<file path="config.mk">
export PLATFORM = sky130hd
export DESIGN_NAME = gayle_sector_seq
export DESIGN_NICKNAME = d
export VERILOG_FILES = /design/src/rtl/gayle_sector_seq.sv
export SDC_FILE = /design/constraint.sdc
export NUM_CORES = 1
export LEC_CHECK = 0
export ABC_AREA = 0
export CAP_MARGIN = 5
export CELL_PAD_IN_SITES_DETAIL_PLACEMENT = 1
export CELL_PAD_IN_SITES_GLOBAL_PLACEMENT = 2
export CORE_MARGIN = 1
export CORE_UTILIZATION = 27
export CTS_CLUSTER_SIZE = 25
export DETAILED_ROUTE_END_ITERATION = 6
export GPL_ROUTABILITY_DRIVEN = 0
export PLACE_DENSITY_LB_ADDON = 0.1
export SETUP_SLACK_MARGIN = 0.2
export SYNTH_ARGS = -nofsm -noshare
export SYNTH_HDL_FRONTEND = slang
export SYNTH_SLANG_ARGS = --single-unit
</file>
<file path="constraint.sdc">
create_clock -name clk -period 2 [get_ports clk]
set_input_delay 0.5 -clock clk [delete_from_list [all_inputs] [get_ports clk]]
set_output_delay 0.5 -clock clk [all_outputs]
set_load 0.1 [all_outputs]
</file>
<file path="src/rtl/gayle_sector_seq.sv">
`default_nettype none
// +--------------------------------------------------------------------------+
// | Module   : gayle_sector_seq                                              |
// | Purpose  : Sector transfer sequencer for the Gayle IDE data path. Turns  |
// |            READ/WRITE SECTOR commands into per-sector firmware and host  |
// |            phases, gates data strobes into FIFO rd/wr, counts 256-word   |
// |            sectors and drives BSY/DRQ/IRQ and the firmware request.      |
// | Options  : GAYLE_SEQ_TIMEOUT_EN - enables the firmware-phase watchdog;   |
// |            otherwise timeout_err = 0.                                    |
// | Revision : 1.1 - flat port list                                          |
// +--------------------------------------------------------------------------+
module gayle_sector_seq #(
    parameter int unsigned TIMEOUT_CYCLES = 32'd1000000
) (
    input  wire logic       clk,
    input  wire logic       reset_n,
    input  wire logic       clk7_en,
    input  wire logic       cmd_start,
    input  wire logic       cmd_write,
    input  wire logic [7:0] cmd_count,
    input  wire logic       abort,
    input  wire logic       host_rd,
    input  wire logic       host_wr,
    input  wire logic       fw_rd,
    input  wire logic       fw_wr,
    output logic            fifo_rd,
    output logic            fifo_wr,
    output logic            bsy,
    output logic            drq,
    output logic            irq,
    output logic            fw_req,
    output logic [8:0]      sectors_left,
    output logic            timeout_err
);

    localparam logic [2:0] c_ST_IDLE       = 3'd0;
    localparam logic [2:0] c_ST_FW_FILL    = 3'd1;
    localparam logic [2:0] c_ST_HOST_DRAIN = 3'd2;
    localparam logic [2:0] c_ST_HOST_FILL  = 3'd3;
    localparam logic [2:0] c_ST_FW_DRAIN   = 3'd4;

    logic [2:0] r_state;
    logic [2:0] w_state_d;
    logic [7:0] r_word;
    logic [7:0] w_word_d;
    logic [8:0] r_left;
    logic [8:0] w_left_d;
    logic       r_irq;
    logic       w_irq_d;
    logic       r_bsy;
    logic       r_drq;
    logic       r_fw_req;

    logic       w_acc_fw;
    logic       w_acc_host;
    logic       w_word_last;

`ifdef GAYLE_SEQ_TIMEOUT_EN
    logic [31:0] r_tmo;
    logic [31:0] w_tmo_d;
    logic        r_terr;
    logic        w_terr_d;
    logic        w_tmo_hit;
`endif

    always_comb begin
        w_acc_fw   = 1'b0;
        w_acc_host = 1'b0;
        if (clk7_en) begin
            case (r_state)
                c_ST_FW_FILL:    w_acc_fw   = fw_wr;
                c_ST_FW_DRAIN:   w_acc_fw   = fw_rd;
                c_ST_HOST_DRAIN: w_acc_host = host_rd;
                c_ST_HOST_FILL:  w_acc_host = host_wr;
                default:         ;
            endcase
        end
    end

    assign w_word_last = (w_acc_fw | w_acc_host) & (r_word == 8'hFF);

    assign fifo_wr = (w_acc_fw   & (r_state == c_ST_FW_FILL)) |
                     (w_acc_host & (r_state == c_ST_HOST_FILL));
    assign fifo_rd = (w_acc_host & (r_state == c_ST_HOST_DRAIN)) |
                     (w_acc_fw   & (r_state == c_ST_FW_DRAIN));

`ifdef GAYLE_SEQ_TIMEOUT_EN
    assign w_tmo_hit = ((r_state == c_ST_FW_FILL) || (r_state == c_ST_FW_DRAIN)) &&
                       !w_acc_fw && (r_tmo == 32'(TIMEOUT_CYCLES - 1));
`endif

    always_comb begin
        w_state_d = r_state;
        w_word_d  = r_word;
        w_left_d  = r_left;
        w_irq_d   = 1'b0;
`ifdef GAYLE_SEQ_TIMEOUT_EN
        w_terr_d  = r_terr;
        w_tmo_d   = 32'd0;
`endif
        if (abort) begin
            w_state_d = c_ST_IDLE;
            w_word_d  = 8'd0;
            w_left_d  = 9'd0;
`ifdef GAYLE_SEQ_TIMEOUT_EN
            w_terr_d  = 1'b0;
`endif
        end else begin
            if (w_acc_fw | w_acc_host) w_word_d = r_word + 8'd1;
            case (r_state)
                c_ST_IDLE: begin
                    if (cmd_start) begin
                        w_left_d  = (cmd_count == 8'd0) ? 9'd256 : {1'b0, cmd_count};
                        w_word_d  = 8'd0;
                        w_state_d = cmd_write ? c_ST_HOST_FILL : c_ST_FW_FILL;
`ifdef GAYLE_SEQ_TIMEOUT_EN
                        w_terr_d  = 1'b0;
`endif
                    end
                end
                c_ST_FW_FILL: begin
                    if (w_word_last) begin
                        w_state_d = c_ST_HOST_DRAIN;
                        w_irq_d   = 1'b1;
                    end
                end
                c_ST_HOST_DRAIN: begin
                    if (w_word_last) begin
                        w_left_d  = r_left - 9'd1;
                        w_state_d = (r_left == 9'd1) ? c_ST_IDLE : c_ST_FW_FILL;
                    end
                end
                c_ST_HOST_FILL: begin
                    if (w_word_last) w_state_d = c_ST_FW_DRAIN;
                end
                c_ST_FW_DRAIN: begin
                    if (w_word_last) begin
                        w_left_d  = r_left - 9'd1;
                        w_irq_d   = 1'b1;
                        w_state_d = (r_left == 9'd1) ? c_ST_IDLE : c_ST_HOST_FILL;
                    end
                end
                default: w_state_d = c_ST_IDLE;
            endcase
`ifdef GAYLE_SEQ_TIMEOUT_EN
            if (w_tmo_hit) begin
                w_state_d = c_ST_IDLE;
                w_word_d  = 8'd0;
                w_left_d  = 9'd0;
                w_terr_d  = 1'b1;
                w_irq_d   = 1'b1;
            end else if (((r_state == c_ST_FW_FILL) || (r_state == c_ST_FW_DRAIN)) && !w_acc_fw) begin
                w_tmo_d = r_tmo + 32'd1;
            end
`endif
        end
    end

    always_ff @(posedge clk or negedge reset_n) begin
        if (!reset_n) begin
            r_state  <= c_ST_IDLE;
            r_word   <= 8'd0;
            r_left   <= 9'd0;
            r_irq    <= 1'b0;
            r_bsy    <= 1'b0;
            r_drq    <= 1'b0;
            r_fw_req <= 1'b0;
`ifdef GAYLE_SEQ_TIMEOUT_EN
            r_tmo    <= 32'd0;
            r_terr   <= 1'b0;
`endif
        end else if (clk7_en) begin
            r_state  <= w_state_d;
            r_word   <= w_word_d;
            r_left   <= w_left_d;
            r_irq    <= w_irq_d;
            r_bsy    <= (w_state_d == c_ST_FW_FILL) || (w_state_d == c_ST_FW_DRAIN);
            r_fw_req <= (w_state_d == c_ST_FW_FILL) || (w_state_d == c_ST_FW_DRAIN);
            r_drq    <= (w_state_d == c_ST_HOST_DRAIN) || (w_state_d == c_ST_HOST_FILL);
`ifdef GAYLE_SEQ_TIMEOUT_EN
            r_tmo    <= w_tmo_d;
            r_terr   <= w_terr_d;
`endif
        end
    end

    assign bsy          = r_bsy;
    assign drq          = r_drq;
    assign fw_req       = r_fw_req;
    assign irq          = r_irq;
    assign sectors_left = r_left;
`ifdef GAYLE_SEQ_TIMEOUT_EN
    assign timeout_err  = r_terr;
`else
    assign timeout_err  = 1'b0;
`endif

endmodule
`default_nettype wire

</file>
Word-level counts from Yosys, hierarchy flattened
Index checks and enable logic that the tools add are counted.
- bitwise logic cells: 8
- add/sub/neg operators: 2
- reduce and logical (&&, ||, !) cells: 8
- mux-type cells: 26
- equal/unequal tests: 12
- operator list (kind ; number):
    9-bit 2-to-1 mux ; 4
    8-bit 2-to-1 mux ; 4
    3-bit 2-to-1 mux ; 6
    9-bit one-hot mux with 2 select lines ; 1
    3-bit one-hot mux with 5 select lines ; 1
    3-bit by 2-bit equality test with 1-bit output (second input constant) ; 4
    9-bit by 1-bit equality test with 1-bit output (second input constant) ; 1
    9-bit by 1-bit subtractor with 9-bit output (second input constant) ; 1
    8-bit by 1-bit adder with 8-bit output (second input constant) ; 1
    8-bit equality test (second input constant) ; 1
    8-bit zero test ; 1
    3-bit by 1-bit equality test with 1-bit output (second input constant) ; 2
    3-bit equality test (second input constant) ; 2
    1-bit 2-to-1 mux ; 6
    1-bit AND ; 5
    2-bit 2-to-1 mux ; 2
    1-bit one-hot mux with 2 select lines ; 2
    4-bit AND reduction ; 1
    2-bit OR reduction ; 2
    3-bit zero test ; 1
    3-bit by 1-bit inequality test with 1-bit output (second input constant) ; 1
    3-bit inequality test (second input constant) ; 1
    1-bit bitwise OR ; 3
    3-bit nonzero test ; 1
    1-bit logical OR ; 2
- bits of input ports: 18
- word-level logic and storage cells: 62
- output and inout port bits: 16
- flip-flop bits (word level): 23

Depth between registers and ports, before layout
Gate-level depths: netlist (run 1).
- depth in word-level cells: 10
- gate-level depth with buffers: 8

Worst setup path before layout (run 1)
OpenSTA, ideal clock, no wires.
- path type: in2out
- from: input clk7_en
- to: output fifo_wr
- data required time: 1.500 ns
- stages: 5
- data arrival time: 2.937 ns
- slack: -1.437 ns
- buffers on the path: 1
- cells stage by stage: buf_2 inv_2 a211o_4 or3_1 a21oi_1
- cells in the longest elaborated chain, start to end: 3
- ends and longest elaborated chain (element ; line ; RTL):
    start: declaration ; 17 ; input wire logic clk7_en,
    1-bit 2-to-1 mux ; 69 ; if (clk7_en) begin
    1-bit AND (on tied branches) ; 82, 83 ;
    1-bit bitwise OR (*) ; 82 ; assign fifo_wr = (w_acc_fw & (r_state == c_ST_FW_FILL)) |
    end: declaration ; 27 ; output logic fifo_wr,
Mark *: on every way between the ends. The rest lies on a longest branch, timed or not.

Worst setup path after layout (run 1)
- from: register r_state[0]
- to: output fifo_wr
- cells in the longest elaborated chain, start to end: 5
- ends and longest elaborated chain (element ; line ; RTL):
    start: declaration ; 42 ; logic [2:0] r_state;
    start signal: assignment ; 161 ; r_state <= c_ST_IDLE;
    start signal: assignment ; 173 ; r_state <= w_state_d;
    3-bit equality test (tied with other cells) ; 70 ; case (r_state)
    1-bit one-hot mux with 2 select lines ; 70 ;
    1-bit 2-to-1 mux ; 69 ;
    1-bit AND (on tied branches) ; 82, 83 ;
    1-bit bitwise OR (*) ; 82 ;
Marked as above.

==> results of run 1 <==
## layer usage
layer	part of all wire, %	routed length [um]
met2	53	2930
met4	1.1	59
met3	2.7	148
met5	0	0
met1	43	2340
## synthesized netlist by cell type (3+ instances only)
master and n:
nor4_1 4, buf_2 4, inv_1 6, nand3_1 7
nand2_1 9, nor2_1 16, ha_1 3, clkbuf_1 3
or3_1 3, dfrtp_1 23, o2bb2ai_1 5, a21oi_1 20
nand4_1 5, a21o_1 4, nor3_1 7, o21ai_0 12
o31a_1 3, o21ai_1 3
## worst reg2reg max path, delay by kind of cell (launching register included)
family / cells / cell delay (ns)
and+or+nand+nor: 1 / 0.25
AOI/OAI and AO/OA: 5 / 0.99
DFF: 1 / 0.42
buffers and inverters: 3 / 0.41
## metrics by stage
stage	worst slack (ns)	std cells
after floorplan	-0.441	184
after global placement	-0.586	311
after detailed placement	-0.618	311
after CTS	-0.388	323
after global routing	-0.419	327
final	-0.373	327
## kinds of logic after synthesis
logic type | count (synthesis) | share of synthesized area, %
adders and majority gates | 3 | 2.29
other | 1 | 0.228
DFF | 23 | 35.1
AOI/OAI and AO/OA | 67 | 29.8
and+or+nand+nor | 68 | 24.5
muxes | 2 | 1.30
buffers and inverters | 18 | 5.79
xor gates and xnor gates | 2 | 1.07
## timing repair
item	CTS	global route
setup endpoints to repair	25	25
hold endpoints to repair	0	0
pin swaps	5	2
cloned	0	0
resized for setup	23	4
buffers inserted	8	4
## power by group
part           switching, W  total (W)  internal [W]
combinational      0.000540   0.000910      0.000370
sequential        0.0000733   0.000586      0.000512
clock              0.000164   0.000306      0.000143
total              0.000777    0.00180       0.00103
## layout make-up
class,instances,area (sq um)
Sequential cell,23,593
Multi-Input combinational cell,143,1090
Clock buffer,4,45.0
Fill cell,672,3210
Inverter,7,28.8
Timing Repair Buffer,75,828
Tap cell,75,93.8
## worst paths after layout
kind / slack (ns) / endpoint / cells after the start / start
max in group asynchronous: 1.14 / sectors_left[4] / 2 / reset_n
setup reg to reg: -0.15 / sectors_left[2] / 9 / r_state[2]
setup / recovery: -0.37 / fifo_wr / 5 / r_state[0]
min in group asynchronous: 0.59 / r_word[5] / 2 / reset_n
hold reg to reg: 0.55 / r_word[1] / 2 / r_word[1]
hold / removal: 0.55 / r_word[1] / 2 / r_word[1]
## flip-flops by register name (all words and copies together) (netlist names)
| register | cells |
|---|---|
| sectors_left | 9 |
| irq | 1 |
| drq | 1 |
| r_word | 8 |
| fw_req | 1 |
| r_state | 3 |
==> results.toml, run 1 <==
[floorplan]
die_area_sq_mm = 0.00640
fp-row-count = 28
die_h_um = 80.0
core_sq_mm = 0.00589
die_w_um = 80.0
ios = 34
start_util_pct = 27.9

[drt]
num_vias = 1704
first_pass_iters = 4
routed_wl_um = 5480
drtIter0Drc = 81
final_antenna_net_count = 0
wl_per_cell_um = 16.8
vias_per_cell = 5.21
drcViolationCount = 0

[clock_network]
clk_pin_slew_ns = 0.09
cts.htree.levels = 1
cts_root_buffer = "clkbuf_8"
insertion_delay_ns = 0.27
cts_hold_buf = 0
cts_buffers = 3
cts_buffer_depth = 2
cts_tree = "yes"
cts_sinks = 23

[setup_path]
critical_path_arrival_ns = 1.87
path_class = "flip-flop to output port"
start_kind = "flip-flop"
slowest_stage = "dfrtp_2"
max_stage_delay_ns = 0.43
path_max_fanout = 3
crit_family = "simple AND/OR/NAND/NOR gates"
endpoint_kind = "output port"
required_ns = 1.50
worstPathBufferInverterCount = 1
cp_cell_sequence = "nand3b_4 -> a211o_4 -> or3_4 -> a21oi_4 -> buf_12"

[global_route]
met3_usage_pct = 2.06
antenna_found_initial = 0
grt_util_met1_pct = 21.8
grt_usage_pct = 18.3
grt_max_degree = 24
grt_pass1_vias = 1869
grt_overflow_total = 0
grt_pass1_wl_um = 9030
use_met2_pct = 34.1
top_usage_layer = "met2"

[pwr]
power_w = 0.00180
leakagePower_nw = 1.10
power_density_mw_per_mm2 = 674
vdd_ir_drop_max_v = 0.000320

[logic_synthesis]
ys_top_cells_by_area = "dfrtp_1 (35%), a21oi_1 (6.1%), o21ai_0 (3.7%)"
synth_top_cell_by_area = "dfrtp_1"
async_reset_ff_share_pct = 100
synth_top_flop_cell = "dfrtp_1"
syn_area_sq_mm = 0.00164
syn-num-nets = 205
synthDistinctLibCells = 56
avgSynthCellArea_sq_um = 8.92
synth_warnings = 0
yosys.area.top_type_share_pct = 35.1
ys_seq_elements = 23
synthCells = 184
synth_seq_area_share_pct = 35.1
synth_edf_count = 0

[status]
violations = "setup timing"
status = "finished with violations"

[sta]
setup_tns_ns = -2.62
rsz0062_at_grt = "yes"
post-route-min-period_ns = 2.37
hold_ws_ns = 0.551
fin_worst_skew_ns = 0.00554
max_freq_ghz = 0.421
setup_ws_ns = -0.373
finalSetupViolations = 23
finalCritPeriodShare_pct = 119
finalMaxSlewViolations = 0
hold_violations = 0

[placement]
portBuffers = 32
placed_area_sq_mm = 0.00244
hpwl_um = 4110

[final_layout]
layout_common_cells = "buf_4 (37), nor2_1 (16), buf_12 (16)"
mostFrequentLayoutCell = "buf_4"
synthToLayoutAreaGrowth_pct = 63.0
fin_util_pct = 45.5
num-nets-final = 274
drive_gt1_share_pct = 41.7
diodes = 0
final_area_sq_mm = 0.00268

[run]
drv_cap = 0

[worst_hold_path]
hp-class = "flip-flop to flip-flop"
Power figures use the tool's default switching activity.
==> inputs of run 2 (changes only) <==
--- a/config.mk
+++ b/config.mk
@@ -14,7 +14,7 @@
 export CTS_CLUSTER_SIZE = 25
 export DETAILED_ROUTE_END_ITERATION = 6
 export GPL_ROUTABILITY_DRIVEN = 0
-export PLACE_DENSITY_LB_ADDON = 0.1
+export PLACE_DENSITY = 0.75
 export SETUP_SLACK_MARGIN = 0.2
 export SYNTH_ARGS = -nofsm -noshare
 export SYNTH_HDL_FRONTEND = slang
==> run 2 against run 1 <==
The run still ends with setup timing left. Sequential share of layout area up 0.10 points. Die area did not move. First-iteration DRC count is 16% lower. Non-clock buffer count down 6. Clock skew decreased by 0.0027 ns. Combinational power is 1% lower. Global-route usage decreased by 0.67 points. Fmax fell by 0.32%.
==> results.toml, run 2 (synthesis gave the netlist of run 1 again) <==
[sta]
post-route-min-period_ns = 2.38
finalCritPeriodShare_pct = 119
finalSetupViolations = 23
hold_violations = 0
setup_ws_ns = -0.380
fin_worst_skew_ns = 0.00284
rsz0062_at_grt = "yes"
hold_ws_ns = 0.539
finalMaxSlewViolations = 0
max_freq_ghz = 0.420

[setup_path]
crit_family = "simple AND/OR/NAND/NOR gates"
worstPathBufferInverterCount = 1
cp_cell_sequence = "nand3b_4 -> a211o_4 -> or3_4 -> a21oi_4 -> buf_12"
reg2reg_depth = 9
slowest_stage = "dfrtp_2"
reg2reg_to = "fw_req"
critical_path_arrival_ns = 1.88
endpoint_kind = "output port"
reg2reg_slack_ns = -0.12
required_ns = 1.50
regToRegStartpoint = "r_state[0]"
start_kind = "flip-flop"
max_stage_delay_ns = 0.45
path_class = "flip-flop to output port"
path_max_fanout = 3

[global_route]
antenna_found_initial = 0
grt_overflow_total = 0
grt_pass1_wl_um = 8630
grt_max_degree = 24
grt_usage_pct = 17.6
grt_pass1_vias = 1729

[pwr]
sw_frac_of_total_pct = 42.9
seqPwrFrac_pct = 33.1
power_w = 0.00178
combPwrFrac_pct = 50.4
vdd_ir_drop_max_v = 0.000524
power_density_mw_per_mm2 = 670
power_switching_w = 0.000765
leakagePower_nw = 1.08
p_int_w = 0.00102
p_clk_share_pct = 16.5

[floorplan]
die_h_um = 80.0
start_util_pct = 27.9
die_area_sq_mm = 0.00640
fp-row-count = 28
ios = 34
die_w_um = 80.0
core_sq_mm = 0.00589

[final_layout]
synthToLayoutAreaGrowth_pct = 62.2
drive_gt1_share_pct = 41.1
final_area_sq_mm = 0.00266
diodes = 0
largest_reg_flops = 9
num-nets-final = 268
layout_common_cells = "buf_4 (28), nor2_1 (16), a21oi_1 (15), buf_12 (15), clkdlybuf4s50_1 (14)"
mostFrequentLayoutCell = "buf_4"

[worst_hold_path]
hp-class = "flip-flop to flip-flop"
hold_path_depth = 2
min_from = "r_word[1]"
hold_end = "r_word[1]"

[drt]
routed_wl_um = 5220
final_antenna_net_count = 0
drcViolationCount = 0
num_vias = 1670
wl_per_cell_um = 16.2
drtIter0Drc = 68
first_pass_iters = 4
vias_per_cell = 5.20

[clock_network]
cts.htree.levels = 1
cts_tree = "yes"
cts_sinks = 23
insertion_delay_ns = 0.27
cts_buffers = 3
cts_buffer_depth = 2
cts_hold_buf = 0
clk_pin_slew_ns = 0.08
cts_root_buffer = "clkbuf_8"

[placement]
pre_cts_ws_ns = -0.604
portBuffers = 32
hpwl_um = 3580
placed_area_sq_mm = 0.00240

[status]
status = "finished with violations"
violations = "setup timing"

[run]
drv_cap = 0
## run 2: area by class of cell
cell class                      instances  area, sq um
Clock buffer                            4         45.0
Fill cell                             684         3220
Inverter                                7         28.8
Multi-Input combinational cell        143         1120
Sequential cell                        23          593
Tap cell                               75         93.8
Timing Repair Buffer                   69          786
## run 2: metal layers
metal	vias to the layer above	global-route usage (%)	part of all wire [%]
li1	808	-	-
met1	824	22.3	47
met5	-	0	0
met2	34	31.4	49
met4	0	4.82	0.96
met3	4	2.06	3.0
## run 2: worst reg2reg max path: cells and delay by family (launching register included)
family | cells | cell delay (ns)
simple gates | 1 | 0.16
compound gates | 5 | 1.01
buf+inv | 3 | 0.38
flops | 1 | 0.45
## run 2: stage by stage
stage	std cells	TNS [ns]	util, %
finish	321	-2.03	45.2
detailed placement	308	-8.90	40.8
global route	321	-4.01	45.2
CTS	318	-2.40	44.5
floorplan	184	-0.849	-
global placement	308	-8.46	40.8
## run 2: power by group through the flow
stage / clock network [W] / logic (W) / registers (W)
3_3_place_gp: 0 / 0.000850 / 0.000599
4_1_cts: 0.000307 / 0.000890 / 0.000591
5_1_grt: 0.000330 / 0.000949 / 0.000599
3_5_place_dp: 0 / 0.000854 / 0.000597
2_1_floorplan: 0 / 0.000319 / 0.000794
6_report: 0.000295 / 0.000899 / 0.000590
## run 2: worst max-delay path by stage
| stage | start | to | slack, ns | depth (start not counted) |
|---|---|---|---|---|
| after floorplan | r_state[0] | fifo_wr | -0.44 | 5 |
| after CTS | r_state[0] | fifo_wr | -0.43 | 5 |
| after detailed placement | fw_rd | fifo_wr | -0.60 | 6 |
| after global placement | fw_rd | fifo_wr | -0.59 | 6 |
| after global routing | r_state[0] | fifo_wr | -0.43 | 5 |
| final | r_state[0] | fifo_wr | -0.38 | 5 |
## run 2: timing repair
| item | 4_1_cts | 5_1_grt |
|---|---|---|
| setup buffers | 6 | 3 |
| setup endpoints to repair | 25 | 25 |
| pin swaps | 23 | 6 |
| gates resized for setup | 37 | 7 |
==> inputs of run 3 (changes only) <==
--- a/config.mk
+++ b/config.mk
@@ -16,6 +16,7 @@
 export GPL_ROUTABILITY_DRIVEN = 0
 export PLACE_DENSITY = 0.75
 export SETUP_SLACK_MARGIN = 0.2
+export SKIP_LAST_GASP = 1
 export SYNTH_ARGS = -nofsm -noshare
 export SYNTH_HDL_FRONTEND = slang
 export SYNTH_SLANG_ARGS = --single-unit
==> run 3 against run 2 <==
The flow still finishes with violations (setup timing). Critical path depth is the same. Die area did not move. Clock skew is 0.00055 ns lower. Combinational power grew 0.4%. Worst hold slack got worse by 0.0025 ns. Wire length fell by 1.0%. Non-clock buffer count unchanged. Setup slack got worse by 0.0043 ns. First-iteration DRC count is 2.9% lower.
==> results.toml, run 3 (synthesis gave the netlist of run 1 again) <==
[setup_path]
required_ns = 1.50
path_max_fanout = 3
crit_family = "simple AND/OR/NAND/NOR gates"
worstPathBufferInverterCount = 1
cp_cell_sequence = "nand3b_4 -> a211o_4 -> or3_4 -> a21oi_4 -> buf_12"
max_stage_delay_ns = 0.45
path_class = "flip-flop to output port"
endpoint_kind = "output port"
slowest_stage = "dfrtp_2"
critical_path_arrival_ns = 1.88
start_kind = "flip-flop"

[pwr]
leakagePower_nw = 1.08
power_density_mw_per_mm2 = 673
power_w = 0.00179
vdd_ir_drop_max_v = 0.000528

[drt]
drcViolationCount = 0
num_vias = 1681
drtIter0Drc = 66
wl_per_cell_um = 16.1
first_pass_iters = 4
routed_wl_um = 5160
final_antenna_net_count = 0
vias_per_cell = 5.24

[sta]
hold_violations = 0
finalCritPeriodShare_pct = 119
finalMaxSlewViolations = 0
setup_tns_ns = -2.37
finalSetupViolations = 23
hold_ws_ns = 0.536
setup_ws_ns = -0.385
rsz0062_at_grt = "yes"
max_freq_ghz = 0.419
post-route-min-period_ns = 2.38
fin_worst_skew_ns = 0.00229

[final_layout]
synthToLayoutAreaGrowth_pct = 62.0
num-nets-final = 268
largest_reg_flops = 9
fillers = 683
mostFrequentLayoutCell = "buf_4"
layout_common_cells = "buf_4 (29), nor2_1 (16), a21oi_1 (15), buf_12 (15), clkdlybuf4s50_1 (14)"
drive_gt1_share_pct = 41.5
diodes = 0

[placement]
pre_cts_ws_ns = -0.604
portBuffers = 32
hpwl_um = 3580

[status]
status = "finished with violations"
violations = "setup timing"

[global_route]
antenna_found_initial = 0
grt_max_degree = 24
grt_pass1_wl_um = 8620
grt_pass1_vias = 1730
grt_usage_pct = 17.6
grt_overflow_total = 0

[clock_network]
cts_tree = "yes"
cts_sinks = 23
clk_pin_slew_ns = 0.08
cts_buffers = 3
cts.htree.levels = 1
cts_root_buffer = "clkbuf_8"
cts_buffer_depth = 2
insertion_delay_ns = 0.27

[floorplan]
die_w_um = 80.0
start_util_pct = 27.9
core_sq_mm = 0.00589
fp-row-count = 28
ios = 34
die_area_sq_mm = 0.00640
die_h_um = 80.0

[worst_hold_path]
hp-class = "flip-flop to flip-flop"

[run]
drv_cap = 0
-- run 3: stage by stage --
stage	utilization, %	area [sq um]	cells
floorplan	-	1700	184
detailed placement	40.8	2400	308
finish	45.2	2660	321
CTS	44.5	2620	318
global placement	40.8	2400	308
global route	45.2	2660	321
-- run 3: where the power goes --
part / internal, W / switching (W) / total (W)
logic: 0.000365 / 0.000538 / 0.000903
registers: 0.000513 / 0.0000785 / 0.000591
clock network: 0.000142 / 0.000153 / 0.000296
total: 0.00102 / 0.000770 / 0.00179
-- run 3: worst min-delay path: cells and delay by family (launching register included) --
| kind | cells | cell delay, ns |
|---|---|---|
| AOI/OAI and AO/OA | 1 | 0.07 |
| DFF | 1 | 0.37 |
| and+or+nand+nor | 1 | 0.06 |
-- run 3: final timing paths --
kind | start | end | slack, ns | cells after the start
max | r_state[0] | fifo_wr | -0.38 | 5
min in group asynchronous | reset_n | r_word[0] | 0.59 | 2
min | r_word[1] | r_word[1] | 0.54 | 2
max in group asynchronous | reset_n | sectors_left[4] | 1.13 | 2
max reg2reg | r_state[0] | sectors_left[8] | -0.14 | 9
min reg2reg | r_word[1] | r_word[1] | 0.54 | 2
-- run 3: area by class of cell --
type	count	area (sq um)	share of cell area, %
inverters	7	28.8	1.08
repair buffers	69	782	29.4
clock buffers	4	45.0	1.69
flip-flops and latches	23	593	22.3
well taps	75	93.8	3.53
multi-input cells	143	1120	42.0
-- run 3: metal layers --
layer | global-route usage [%] | up-vias | share of wire, %
met5 | 0 | - | 0
met4 | 4.82 | 0 | 0.97
met3 | 2.06 | 4 | 2.9
met2 | 31.4 | 37 | 49
met1 | 22.2 | 834 | 47
li1 | - | 806 | -
-- run 3: timing repair --
action,CTS,global route
hold buffers,0,0
resized for setup,35,7
setup endpoints to repair,25,25
setup buffers,6,3
pin swaps,20,8
